`src/rtl/gat_host_bram_loader.sv`:
```
// Host-side BRAM loader for the GAT accelerator: streams input words into the
// H-data, node-info and weight BRAMs, waits for gat_ready, then reads the
// new-feature BRAM back out onto an output stream.
module gat_host_bram_loader #(
    parameter int unsigned TOP_WIDTH          = 32,
    parameter int unsigned H_DATA_ADDR_W      = 18,
    parameter int unsigned NODE_INFO_ADDR_W   = 14,
    parameter int unsigned WEIGHT_ADDR_W      = 15,
    parameter int unsigned NEW_FEATURE_ADDR_W = 16,
    parameter int unsigned RD_LAT             = 2
) (
    input  logic                          clk,
    input  logic                          rst,
    input  logic                          start,
    input  logic [H_DATA_ADDR_W:0]        h_data_len,
    input  logic [NODE_INFO_ADDR_W:0]     node_info_len,
    input  logic [WEIGHT_ADDR_W:0]        wgt_len,
    input  logic [NEW_FEATURE_ADDR_W:0]   feat_len,
    input  logic [TOP_WIDTH-1:0]          s_tdata,
    input  logic                          s_tvalid,
    output logic                          s_tready,
    output logic [TOP_WIDTH-1:0]          h_data_bram_din,
    output logic                          h_data_bram_ena,
    output logic                          h_data_bram_wea,
    output logic [H_DATA_ADDR_W+1:0]      h_data_bram_addra,
    output logic [TOP_WIDTH-1:0]          h_node_info_bram_din,
    output logic                          h_node_info_bram_ena,
    output logic                          h_node_info_bram_wea,
    output logic [NODE_INFO_ADDR_W+1:0]   h_node_info_bram_addra,
    output logic [TOP_WIDTH-1:0]          wgt_bram_din,
    output logic                          wgt_bram_ena,
    output logic                          wgt_bram_wea,
    output logic [WEIGHT_ADDR_W+1:0]      wgt_bram_addra,
    output logic                          h_data_bram_load_done,
    output logic                          h_node_info_bram_load_done,
    output logic                          wgt_bram_load_done,
    input  logic                          gat_ready,
    output logic [NEW_FEATURE_ADDR_W+1:0] feat_bram_addrb,
    input  logic [TOP_WIDTH-1:0]          feat_bram_dout,
    output logic [TOP_WIDTH-1:0]          m_tdata,
    output logic                          m_tvalid,
    input  logic                          m_tready,
    output logic                          m_tlast,
    output logic                          busy,
    output logic                          done
);

    // idx must cover the widest length input; it never wraps within a run.
    localparam int unsigned MaxAB = (H_DATA_ADDR_W > NODE_INFO_ADDR_W) ?
                                    H_DATA_ADDR_W : NODE_INFO_ADDR_W;
    localparam int unsigned MaxCD = (WEIGHT_ADDR_W > NEW_FEATURE_ADDR_W) ?
                                    WEIGHT_ADDR_W : NEW_FEATURE_ADDR_W;
    localparam int unsigned IdxW  = ((MaxAB > MaxCD) ? MaxAB : MaxCD) + 1;
    localparam int unsigned LatW  = $clog2(RD_LAT + 2);

    typedef enum logic [3:0] {
        StIdle,
        StLoadH,
        StLoadNi,
        StLoadW,
        StWaitRdy,
        StRdIssue,
        StRdWait,
        StRdOut,
        StFin
    } state_e;

    state_e                        state_q, state_d;
    logic [IdxW-1:0]               idx_q, idx_d;
    logic [IdxW-1:0]               idx_inc;
    logic [IdxW-1:0]               load_len;
    logic [IdxW-1:0]               f_len_ext;
    logic [H_DATA_ADDR_W:0]        h_len_q, h_len_d;
    logic [NODE_INFO_ADDR_W:0]     ni_len_q, ni_len_d;
    logic [WEIGHT_ADDR_W:0]        w_len_q, w_len_d;
    logic [NEW_FEATURE_ADDR_W:0]   f_len_q, f_len_d;
    logic                          h_done_q, h_done_d;
    logic                          ni_done_q, ni_done_d;
    logic                          w_done_q, w_done_d;
    logic [TOP_WIDTH-1:0]          wr_din_q, wr_din_d;
    logic                          h_ena_q, h_ena_d;
    logic                          ni_ena_q, ni_ena_d;
    logic                          w_ena_q, w_ena_d;
    logic [H_DATA_ADDR_W+1:0]      h_addr_q, h_addr_d;
    logic [NODE_INFO_ADDR_W+1:0]   ni_addr_q, ni_addr_d;
    logic [WEIGHT_ADDR_W+1:0]      w_addr_q, w_addr_d;
    logic [NEW_FEATURE_ADDR_W+1:0] rd_addr_q, rd_addr_d;
    logic [LatW-1:0]               lat_cnt_q, lat_cnt_d;
    logic [TOP_WIDTH-1:0]          m_tdata_q, m_tdata_d;
    logic                          m_tvalid_q, m_tvalid_d;
    logic                          m_tlast_q, m_tlast_d;

    assign idx_inc   = idx_q + IdxW'(1);
    assign f_len_ext = IdxW'(f_len_q);

    // Next-state, datapath updates and the stream-side handshake.
    always_comb begin
        state_d    = state_q;
        idx_d      = idx_q;
        h_len_d    = h_len_q;
        ni_len_d   = ni_len_q;
        w_len_d    = w_len_q;
        f_len_d    = f_len_q;
        h_done_d   = h_done_q;
        ni_done_d  = ni_done_q;
        w_done_d   = w_done_q;
        wr_din_d   = wr_din_q;
        h_ena_d    = 1'b0;
        ni_ena_d   = 1'b0;
        w_ena_d    = 1'b0;
        h_addr_d   = h_addr_q;
        ni_addr_d  = ni_addr_q;
        w_addr_d   = w_addr_q;
        rd_addr_d  = rd_addr_q;
        lat_cnt_d  = lat_cnt_q;
        m_tdata_d  = m_tdata_q;
        m_tvalid_d = m_tvalid_q;
        m_tlast_d  = m_tlast_q;
        s_tready   = 1'b0;
        load_len   = '0;

        unique case (state_q)
            StIdle: begin
                if (start) begin
                    h_len_d   = h_data_len;
                    ni_len_d  = node_info_len;
                    w_len_d   = wgt_len;
                    f_len_d   = feat_len;
                    h_done_d  = 1'b0;
                    ni_done_d = 1'b0;
                    w_done_d  = 1'b0;
                    idx_d     = '0;
                    state_d   = StLoadH;
                end
            end

            StLoadH: begin
                load_len = IdxW'(h_len_q);
                // No beat is taken for an empty region, so nothing is lost on skip.
                s_tready = (load_len != '0);
                if (load_len == '0) begin
                    h_done_d = 1'b1;
                    state_d  = StLoadNi;
                end else if (s_tvalid) begin
                    h_ena_d  = 1'b1;
                    wr_din_d = s_tdata;
                    h_addr_d = {idx_q[H_DATA_ADDR_W-1:0], 2'b00};
                    idx_d    = idx_inc;
                    if (idx_inc == load_len) begin
                        h_done_d = 1'b1;
                        idx_d    = '0;
                        state_d  = StLoadNi;
                    end
                end
            end

            StLoadNi: begin
                load_len = IdxW'(ni_len_q);
                s_tready = (load_len != '0);
                if (load_len == '0) begin
                    ni_done_d = 1'b1;
                    state_d   = StLoadW;
                end else if (s_tvalid) begin
                    ni_ena_d  = 1'b1;
                    wr_din_d  = s_tdata;
                    ni_addr_d = {idx_q[NODE_INFO_ADDR_W-1:0], 2'b00};
                    idx_d     = idx_inc;
                    if (idx_inc == load_len) begin
                        ni_done_d = 1'b1;
                        idx_d     = '0;
                        state_d   = StLoadW;
                    end
                end
            end

            StLoadW: begin
                load_len = IdxW'(w_len_q);
                s_tready = (load_len != '0);
                if (load_len == '0) begin
                    w_done_d = 1'b1;
                    state_d  = StWaitRdy;
                end else if (s_tvalid) begin
                    w_ena_d  = 1'b1;
                    wr_din_d = s_tdata;
                    w_addr_d = {idx_q[WEIGHT_ADDR_W-1:0], 2'b00};
                    idx_d    = idx_inc;
                    if (idx_inc == load_len) begin
                        w_done_d = 1'b1;
                        idx_d    = '0;
                        state_d  = StWaitRdy;
                    end
                end
            end

            StWaitRdy: begin
                if (gat_ready) begin
                    state_d = (f_len_ext == '0) ? StFin : StRdIssue;
                end
            end

            StRdIssue: begin
                rd_addr_d = {idx_q[NEW_FEATURE_ADDR_W-1:0], 2'b00};
                lat_cnt_d = '0;
                state_d   = StRdWait;
            end

            // Waits RD_LAT cycles past the address update, then samples dout.
            StRdWait: begin
                if (lat_cnt_q == LatW'(RD_LAT)) begin
                    m_tdata_d  = feat_bram_dout;
                    m_tvalid_d = 1'b1;
                    m_tlast_d  = (idx_inc == f_len_ext);
                    state_d    = StRdOut;
                end else begin
                    lat_cnt_d = lat_cnt_q + LatW'(1);
                end
            end

            StRdOut: begin
                if (m_tready) begin
                    m_tvalid_d = 1'b0;
                    m_tlast_d  = 1'b0;
                    idx_d      = idx_inc;
                    state_d    = (idx_inc == f_len_ext) ? StFin : StRdIssue;
                end
            end

            StFin: begin
                state_d = StIdle;
            end

            default: begin
                state_d = StIdle;
            end
        endcase
    end

    // State and datapath registers; reset also drops any write strobe at once.
    always_ff @(posedge clk or posedge rst) begin
        if (rst) begin
            state_q    <= StIdle;
            idx_q      <= '0;
            h_len_q    <= '0;
            ni_len_q   <= '0;
            w_len_q    <= '0;
            f_len_q    <= '0;
            h_done_q   <= 1'b0;
            ni_done_q  <= 1'b0;
            w_done_q   <= 1'b0;
            wr_din_q   <= '0;
            h_ena_q    <= 1'b0;
            ni_ena_q   <= 1'b0;
            w_ena_q    <= 1'b0;
            h_addr_q   <= '0;
            ni_addr_q  <= '0;
            w_addr_q   <= '0;
            rd_addr_q  <= '0;
            lat_cnt_q  <= '0;
            m_tdata_q  <= '0;
            m_tvalid_q <= 1'b0;
            m_tlast_q  <= 1'b0;
        end else begin
            state_q    <= state_d;
            idx_q      <= idx_d;
            h_len_q    <= h_len_d;
            ni_len_q   <= ni_len_d;
            w_len_q    <= w_len_d;
            f_len_q    <= f_len_d;
            h_done_q   <= h_done_d;
            ni_done_q  <= ni_done_d;
            w_done_q   <= w_done_d;
            wr_din_q   <= wr_din_d;
            h_ena_q    <= h_ena_d;
            ni_ena_q   <= ni_ena_d;
            w_ena_q    <= w_ena_d;
            h_addr_q   <= h_addr_d;
            ni_addr_q  <= ni_addr_d;
            w_addr_q   <= w_addr_d;
            rd_addr_q  <= rd_addr_d;
            lat_cnt_q  <= lat_cnt_d;
            m_tdata_q  <= m_tdata_d;
            m_tvalid_q <= m_tvalid_d;
            m_tlast_q  <= m_tlast_d;
        end
    end

    // The write data register is shared; only the enabled port consumes it.
    assign h_data_bram_din            = wr_din_q;
    assign h_data_bram_ena            = h_ena_q;
    assign h_data_bram_wea            = h_ena_q;
    assign h_data_bram_addra          = h_addr_q;
    assign h_node_info_bram_din       = wr_din_q;
    assign h_node_info_bram_ena       = ni_ena_q;
    assign h_node_info_bram_wea       = ni_ena_q;
    assign h_node_info_bram_addra     = ni_addr_q;
    assign wgt_bram_din               = wr_din_q;
    assign wgt_bram_ena               = w_ena_q;
    assign wgt_bram_wea               = w_ena_q;
    assign wgt_bram_addra             = w_addr_q;
    assign h_data_bram_load_done      = h_done_q;
    assign h_node_info_bram_load_done = ni_done_q;
    assign wgt_bram_load_done         = w_done_q;
    assign feat_bram_addrb            = rd_addr_q;
    assign m_tdata                    = m_tdata_q;
    assign m_tvalid                   = m_tvalid_q;
    assign m_tlast                    = m_tlast_q;
    assign busy                       = (state_q != StIdle) && (state_q != StFin);
    assign done                       = (state_q == StFin);

endmodule

```
`config.mk`:
```
export PLATFORM = sky130hd
export DESIGN_NAME = gat_host_bram_loader
export DESIGN_NICKNAME = d
export VERILOG_FILES = /design/src/rtl/gat_host_bram_loader.sv
export SDC_FILE = /design/constraint.sdc
export NUM_CORES = 1
export LEC_CHECK = 0
export ABC_AREA = 1
export BUFFER_PORTS_ARGS = -buffer_cell sky130_fd_sc_hd__buf_4
export CORE_ASPECT_RATIO = 1.5
export CORE_MARGIN = 3
export CORE_UTILIZATION = 52
export CTS_BUF_LIST = sky130_fd_sc_hd__clkbuf_8 sky130_fd_sc_hd__clkbuf_16
export DETAILED_ROUTE_END_ITERATION = 6
export PLACE_DENSITY = 0.8
export SYNTH_ARGS = -nofsm -noshare
export SYNTH_HDL_FRONTEND = slang
export SYNTH_SLANG_ARGS = --single-unit
```
`constraint.sdc`:
```
create_clock -name clk -period 8.1 [get_ports clk]
set_input_delay 0.81 -clock clk [delete_from_list [all_inputs] [get_ports clk]]
set_output_delay 0.81 -clock clk [all_outputs]
set_load 0.05 [all_outputs]
```
==> results of run 1 <==
==> power breakdown <==
group | internal, mW | switching (mW)
Sequential | 1.53 | 0.327
Combinational | 0.971 | 2.39
Clock | 0.567 | 0.429
==> critical path, delay by kind of cell (launching register included) <==
kind	cells	cell delay, ps
buf+inv	1	210
flops	1	400
simple gates	6	1330
==> flip-flops by register name, indices dropped and copies added, names as in the netlist <==
register	cells
h_node_info_bram_ena	1
wgt_bram_addra	15
idx_q	19
w_len_q	16
state_q	4
m_tdata	32
m_tlast	1
feat_bram_addrb	16
h_data_bram_din	32
lat_cnt_q	2
h_data_bram_load_done	1
wgt_bram_ena	1
h_data_bram_addra	18
h_len_q	19
f_len_q	17
h_node_info_bram_load_done	1
wgt_bram_load_done	1
h_node_info_bram_addra	14
m_tvalid	1
ni_len_q	15
h_data_bram_ena	1
==> per-layer routing <==
layer / wire length, microns / vias up / track usage [%]
met3: 2440 / 64 / 4.07
li1: - / 5106 / -
met2: 18000 / 452 / 49.8
met4: 1140 / 0 / 9.18
met1: 13000 / 5011 / 33.3
met5: 0 / - / 0
==> kinds of logic (layout without fill, tap and decap cells) <==
kind of cell    after synthesis  in the layout  share of synthesized area, %
simple gates                724            724                          25.7
xor+xnor                     11             11                         0.821
flops                       227            227                          48.4
mux                          48             48                          4.61
buf+inv                     270            541                          11.3
compound gates              182            182                          8.93
fa+ha+maj                     2              2                         0.213
other cells                   1              8                        0.0320
==> how the worst min path moves through the flow <==
stage | from | endpoint | cells after the start
after CTS | rst | h_node_info_bram_addra[8] | 2
after floorplan | lat_cnt_q[1] | lat_cnt_q[1] | 1
after detailed placement | feat_bram_addrb[14] | feat_bram_addrb[14] | 2
final | rst | h_data_bram_addra[8] | 2
after global placement | wgt_bram_load_done | wgt_bram_load_done | 2
after global routing | s_tdata[7] | h_data_bram_din[7] | 3
==> synth_stat cells (2+ instances only) <==
cell type,count
buf_4,76
nand2_2,11
o21ai_0,65
clkbuf_1,31
nand3b_1,7
buf_1,2
inv_2,5
ha_1,2
nand3_1,81
dfrtp_1,227
mux2_2,48
clkinv_1,2
buf_6,3
nor2_1,167
xnor2_1,2
nor3_1,10
nor4_1,6
a21oi_1,57
buf_2,2
nand4_1,17
or2_2,2
o21a_1,44
nand2_1,412
inv_1,149
nor2_2,2
nor2_4,5
xor2_1,9
o21ai_1,11
==> cell type report <==
| class | count | area, sq um |
|---|---|---|
| clock inverters | 9 | 40.0 |
| repair buffers | 347 | 2610 |
| well taps | 272 | 340 |
| flip-flops and latches | 227 | 5680 |
| multi-input cells | 975 | 4770 |
| inverters | 156 | 593 |
| clock buffers | 29 | 658 |
| fillers | 1854 | 7270 |
==> metrics by stage <==
stage / std cells / setup WS (ps) / util, % / hold WS [ps]
after global placement: 1977 / 5170 / 63.7 / 463
after global routing: 2015 / 4730 / 66.9 / 498
after floorplan: 1472 / 1070 / - / 485
final: 2015 / 4840 / 66.9 / 433
after CTS: 2015 / 4880 / 66.9 / 474
after detailed placement: 1977 / 5080 / 63.7 / 474
==> flow_summary_export.csv, run 1 <==
group,metric,value,unit
pwr,cellLeakagePower,7.63,nW
setup_path,cp-endpoint,"s_tready",
placement,gp_congestion,0.942,
sta,clock_skew,10.4,ps
detailed_routing,wirelength,34.6,mm
grt,grt.overflow.total,0,
setup_path,cp_max_fo,5,
die,die_h,190,microns
die,fp.dieW,129,microns
logic_synthesis,ys_types,38,
min_path,holdCritPathClass,"in -> async",
clocking,cts_buffers,22,
detailed_routing,drtIter0Drc,682,
pwr,peakVddDrop,343,uV
setup_path,cp_slowest_cell,"dfrtp_1",
grt,antenna_found_initial,0,
logic_synthesis,yosys.area.top_type_share,48.4,%
sta,slew_violations,0,
sta,hold_viol,0,
finish,num-nets-final,1868,
logic_synthesis,synthFlopType,"dfrtp_1",
setup_path,r2r_cells,6,
clocking,cts_root_buffer,"clkbuf_16",
clocking,cts_setup_buffers,0,
sta,final.min_clock_period,3260,ps
sta,setup_viol,0,
grt,grt_pass1_wl,54.0,mm
clocking,cts_tree,"built",
die,start_util,53.4,%
placement,hpwl,26.8,mm
setup_path,worstPathArrival,2450,ps
logic_synthesis,synth_area_leaders,"dfrtp_1 48%, nand2_1 13%, nor2_1 5.3%",
sta,rsz0062_at_grt,"no",
sta,worst_pin_slew,1190,ps
finish,n_antenna_cell,0,
die,rows,66,
setup_path,rr_startpoint,"state_q[3]",
job,drv_cap,0,
die,design.core.area,22000,sq um
logic_synthesis,synthesis.area,11700,sq um
grt,grt_pass1_vias,10500,
grt,track_usage,27.5,%
die,io_pins,350,
sta,fmax,307,MHz
sta,tns,0,ps
finish,layout-area-overhead-vs-synth,25.3,%
placement,placed_area,14000,sq um
status,outcome,"complete, no violations",
detailed_routing,vias,10600,
detailed_routing,drtPass1Iterations,7,
setup_path,critical_path_class,"reg -> out",
logic_synthesis,netlist_instances,1465,
logic_synthesis,postSynth.asyncResetShare,100,%
clocking,clock-sinks,227,
setup_path,end_kind,"output port",
grt,grt_max_degree,108,
finish,drive_above_1_share,26.4,%
setup_path,slowest_delay,400,ps
clocking,cts.clk_slew.worst_paths,60,ps
clocking,cts_resized,0,
setup_path,path_cells,"nor4_1 > nand2_1 > nor2_1 > nand2_1 > nand2_1 > nand3_1 > buf_4",
detailed_routing,viasPerCell,5.28,
clocking,hold_buffers,0,
logic_synthesis,synth-seq-area-share,48.4,%
detailed_routing,wl_per_cell,17.2,microns
pwr,powerDensity,423,nW/um^2
logic_synthesis,synth_area_per_cell,8.01,sq um
logic_synthesis,synth_top_cell_by_area,"dfrtp_1",
logic_synthesis,synth_seq_cells,227,
setup_path,critPathLaunchType,"register",
sta,fin_crit_sh,40.2,%
finish,most-common-layout-cells,"411 x nand2_1, 347 x buf_4, 227 x dfrtp_1",
pwr,total_power,6.21,mW
logic_synthesis,yosys_warnings,0,
clocking,insertion_delay,510,ps
setup_path,cp_common_cell,"nand2_1",
setup_path,worstPathRequired,7290,ps
setup_path,r2r_slack,5050,ps
setup_path,rr_endpoint,"wgt_bram_addra[3]",
detailed_routing,route.detailed.drc,0,
finish,layout_commonest_cell,"nand2_1",
sta,slew_headroom,20.6,%
detailed_routing,postRouteAntennaNets,0,
setup_path,cp-startpoint,"h_len_q[0]",
die,die_area,24400,sq um
clocking,htreeDepth,1,
finish,fin_area,14700,sq um
placement,io_buffers,341,
clocking,cts.path.max_buffers,3,
logic_synthesis,synth-edff-count,0,
Power figures use the tool's default switching activity.
==> run 2: changes to the inputs <==
--- a/config.mk
+++ b/config.mk
@@ -9,10 +9,10 @@
 export BUFFER_PORTS_ARGS = -buffer_cell sky130_fd_sc_hd__buf_4
 export CORE_ASPECT_RATIO = 1.5
 export CORE_MARGIN = 3
-export CORE_UTILIZATION = 52
+export CORE_UTILIZATION = 47
 export CTS_BUF_LIST = sky130_fd_sc_hd__clkbuf_8 sky130_fd_sc_hd__clkbuf_16
 export DETAILED_ROUTE_END_ITERATION = 6
-export PLACE_DENSITY = 0.8
+export PLACE_DENSITY = 0.77
 export SYNTH_ARGS = -nofsm -noshare
 export SYNTH_HDL_FRONTEND = slang
 export SYNTH_SLANG_ARGS = --single-unit
==> constraint.sdc (replaced) <==
create_clock -name clk -period 2.9 [get_ports clk]
set_input_delay 0.29 -clock clk [delete_from_list [all_inputs] [get_ports clk]]
set_output_delay 0.29 -clock clk [all_outputs]
set_load 0.05 [all_outputs]
==> flow_summary_export.csv, run 2 (synthesis results as in run 1) <==
group,metric,value,unit
pwr,power.share.sequential,28.3,%
grt,grt_pass1_vias,10600,
sta,slew_violations,0,
finish,fillers,2027,
detailed_routing,viasPerCell,5.05,
min_path,hold_end,"h_data_bram_din[30]",
setup_path,cp_common_cell,"nand2_1",
finish,num-nets-final,1950,
placement,hpwl,26.4,mm
clocking,cts.clk_slew.worst_paths,60,ps
grt,track_usage,25.2,%
finish,most-common-layout-cells,"409 x nand2_1, 358 x buf_4, 227 x dfrtp_1",
die,start_util,48.0,%
setup_path,cp_max_fo,5,
detailed_routing,wirelength,35.5,mm
grt,grt.overflow.total,0,
grt,gr-usage-met3,4.01,%
grt,met2_usage,45.2,%
pwr,powerDensity,1150,nW/um^2
finish,n_antenna_cell,0,
detailed_routing,drtIter0Drc,653,
placement,io_buffers,341,
setup_path,worstPathRequired,2610,ps
die,rows,70,
clocking,cts_tree,"built",
die,design.core.area,24400,sq um
setup_path,rr_startpoint,"idx_q[1]",
sta,fin_crit_sh,94.6,%
placement,gp_congestion,0.968,
detailed_routing,drtPass1Iterations,5,
pwr,switching_share,48.6,%
pwr,p_int,9.39,mW
die,io_pins,350,
setup_path,r2r_slack,200,ps
pwr,cellLeakagePower,8.10,nW
finish,layout-area-overhead-vs-synth,35.0,%
grt,grt_max_degree,120,
sta,hold_viol,0,
die,die_area,26900,sq um
sta,whs,17.9,ps
status,outcome,"complete, no violations",
pwr,power_switching,8.89,mW
clocking,cts_buffers,24,
setup_path,cp_slowest_cell,"dfrtp_1",
detailed_routing,postRouteAntennaNets,0,
sta,rsz0062_at_grt,"no",
sta,final.min_clock_period,2740,ps
sta,fmax,364,MHz
grt,grt_pass1_wl,54.5,mm
die,fp.dieW,135,microns
die,die_h,199,microns
detailed_routing,wl_per_cell,16.5,microns
setup_path,path_buf_inv,1,
clocking,clock-sinks,227,
grt,use_met1,30.6,%
detailed_routing,route.detailed.drc,0,
setup_path,path_cells,"nor4_1 > nand2_1 > nor2_1 > nand2_1 > nand2_1 > nand3_1 > buf_4",
sta,worst_pin_slew,876,ps
clocking,insertion_delay,520,ps
finish,seq_area,5680,sq um
setup_path,worstPathArrival,2450,ps
setup_path,rr_endpoint,"idx_q[0]",
job,drv_cap,0,
finish,drive_above_1_share,26.8,%
setup_path,slowest_delay,410,ps
clocking,htreeDepth,1,
placement,placed_area,14200,sq um
sta,clock_skew,13.8,ps
pwr,pwr-share-comb,52.3,%
finish,fin_area,15800,sq um
sta,setup_viol,0,
min_path,hold_depth,3,
setup_path,critical-path-top-delay-family,"simple AND/OR/NAND/NOR gates",
finish,multi_input_area,4800,sq um
finish,layout_commonest_cell,"nand2_1",
sta,slew_headroom,41.6,%
setup_path,critPathLaunchType,"register",
min_path,hp-start,"s_tdata[30]",
detailed_routing,vias,10900,
clocking,cts.path.max_buffers,3,
grt,antenna_found_initial,0,
grt,busiest_layer,"met2",
clocking,cts_root_buffer,"clkbuf_16",
setup_path,end_kind,"output port",
min_path,holdCritPathClass,"in -> reg",
setup_path,r2r_cells,15,
pwr,p_clk_share,19.4,%
pwr,peakVddDrop,831,uV
setup_path,critical_path_class,"reg -> out",
-- run 2: worst max path at each step --
stage | slack, ps | cells after the start | startpoint | end
6_report | 160 | 7 | h_len_q[0] | s_tready
5_1_grt | 10 | 14 | idx_q[0] | idx_q[1]
4_1_cts | 40 | 17 | idx_q[1] | idx_q[0]
3_5_place_dp | -90 | 13 | idx_q[1] | idx_q[0]
3_3_place_gp | -30 | 13 | idx_q[0] | idx_q[2]
2_1_floorplan | -360 | 1 | rst | f_len_q[0]
-- run 2: metrics by stage --
| step | util (%) | setup slack [ps] | power [mW] | cells | setup TNS, ps |
|---|---|---|---|---|---|
| final | 64.8 | 156 | 18.3 | 2152 | 0 |
| after global routing | 64.8 | 14.6 | 19.3 | 2152 | 0 |
| after floorplan | - | -356 | 12.3 | 1472 | -80810 |
| after global placement | 58.1 | -25.0 | 14.5 | 2041 | -151 |
| after detailed placement | 58.1 | -87.4 | 14.7 | 2041 | -632 |
| after CTS | 64.5 | 43.2 | 18.3 | 2147 | 0 |
-- run 2: power groups by stage --
stage	registers, mW	logic (mW)	clock network, mW
after floorplan	7.14	5.15	0
after global placement	5.16	9.37	0
after detailed placement	5.21	9.46	0
after CTS	5.15	9.57	3.61
after global routing	5.31	10.2	3.75
final	5.17	9.57	3.54
-- run 2: area by class of cell --
cell class	instances	area share (%)
Sequential cell	227	35.9
Multi-Input combinational cell	975	30.3
Timing Repair Buffer	427	21.7
Clock buffer	28	4.21
Inverter	156	3.72
Tap cell	324	2.56
Clock inverter	15	1.60
-- run 2: repair_timing --
action / in CTS / in global routing
endpoints found under the setup margin: 16 / 16
buffers inserted: 2 / 3
gates resized for setup: 1 / 5
hold buffers: 61 / 2
hold endpoints to repair: 74 / 2
pin swaps: 1 / 3
-- run 2: metal layers --
layer	up-vias	routed length, microns
li1	5269	-
met1	5108	13800
met2	417	18200
met3	78	2220
met4	0	1290
met5	-	0
-- run 2: worst reg2reg max path: stages, from the launching register on --
cell and delay (ps):
dfrtp_1 350, ha_1 210, nand2_1 140, nor2_4 180, buf_4 170, nand4_1 210
nand2_1 230, nand2_1 80, nand2_1 110, nand2_1 60, nor2_1 90, nand3_1 150
nand2_1 150, nand2_4 150, o21ai_0 250, nand2_1 70
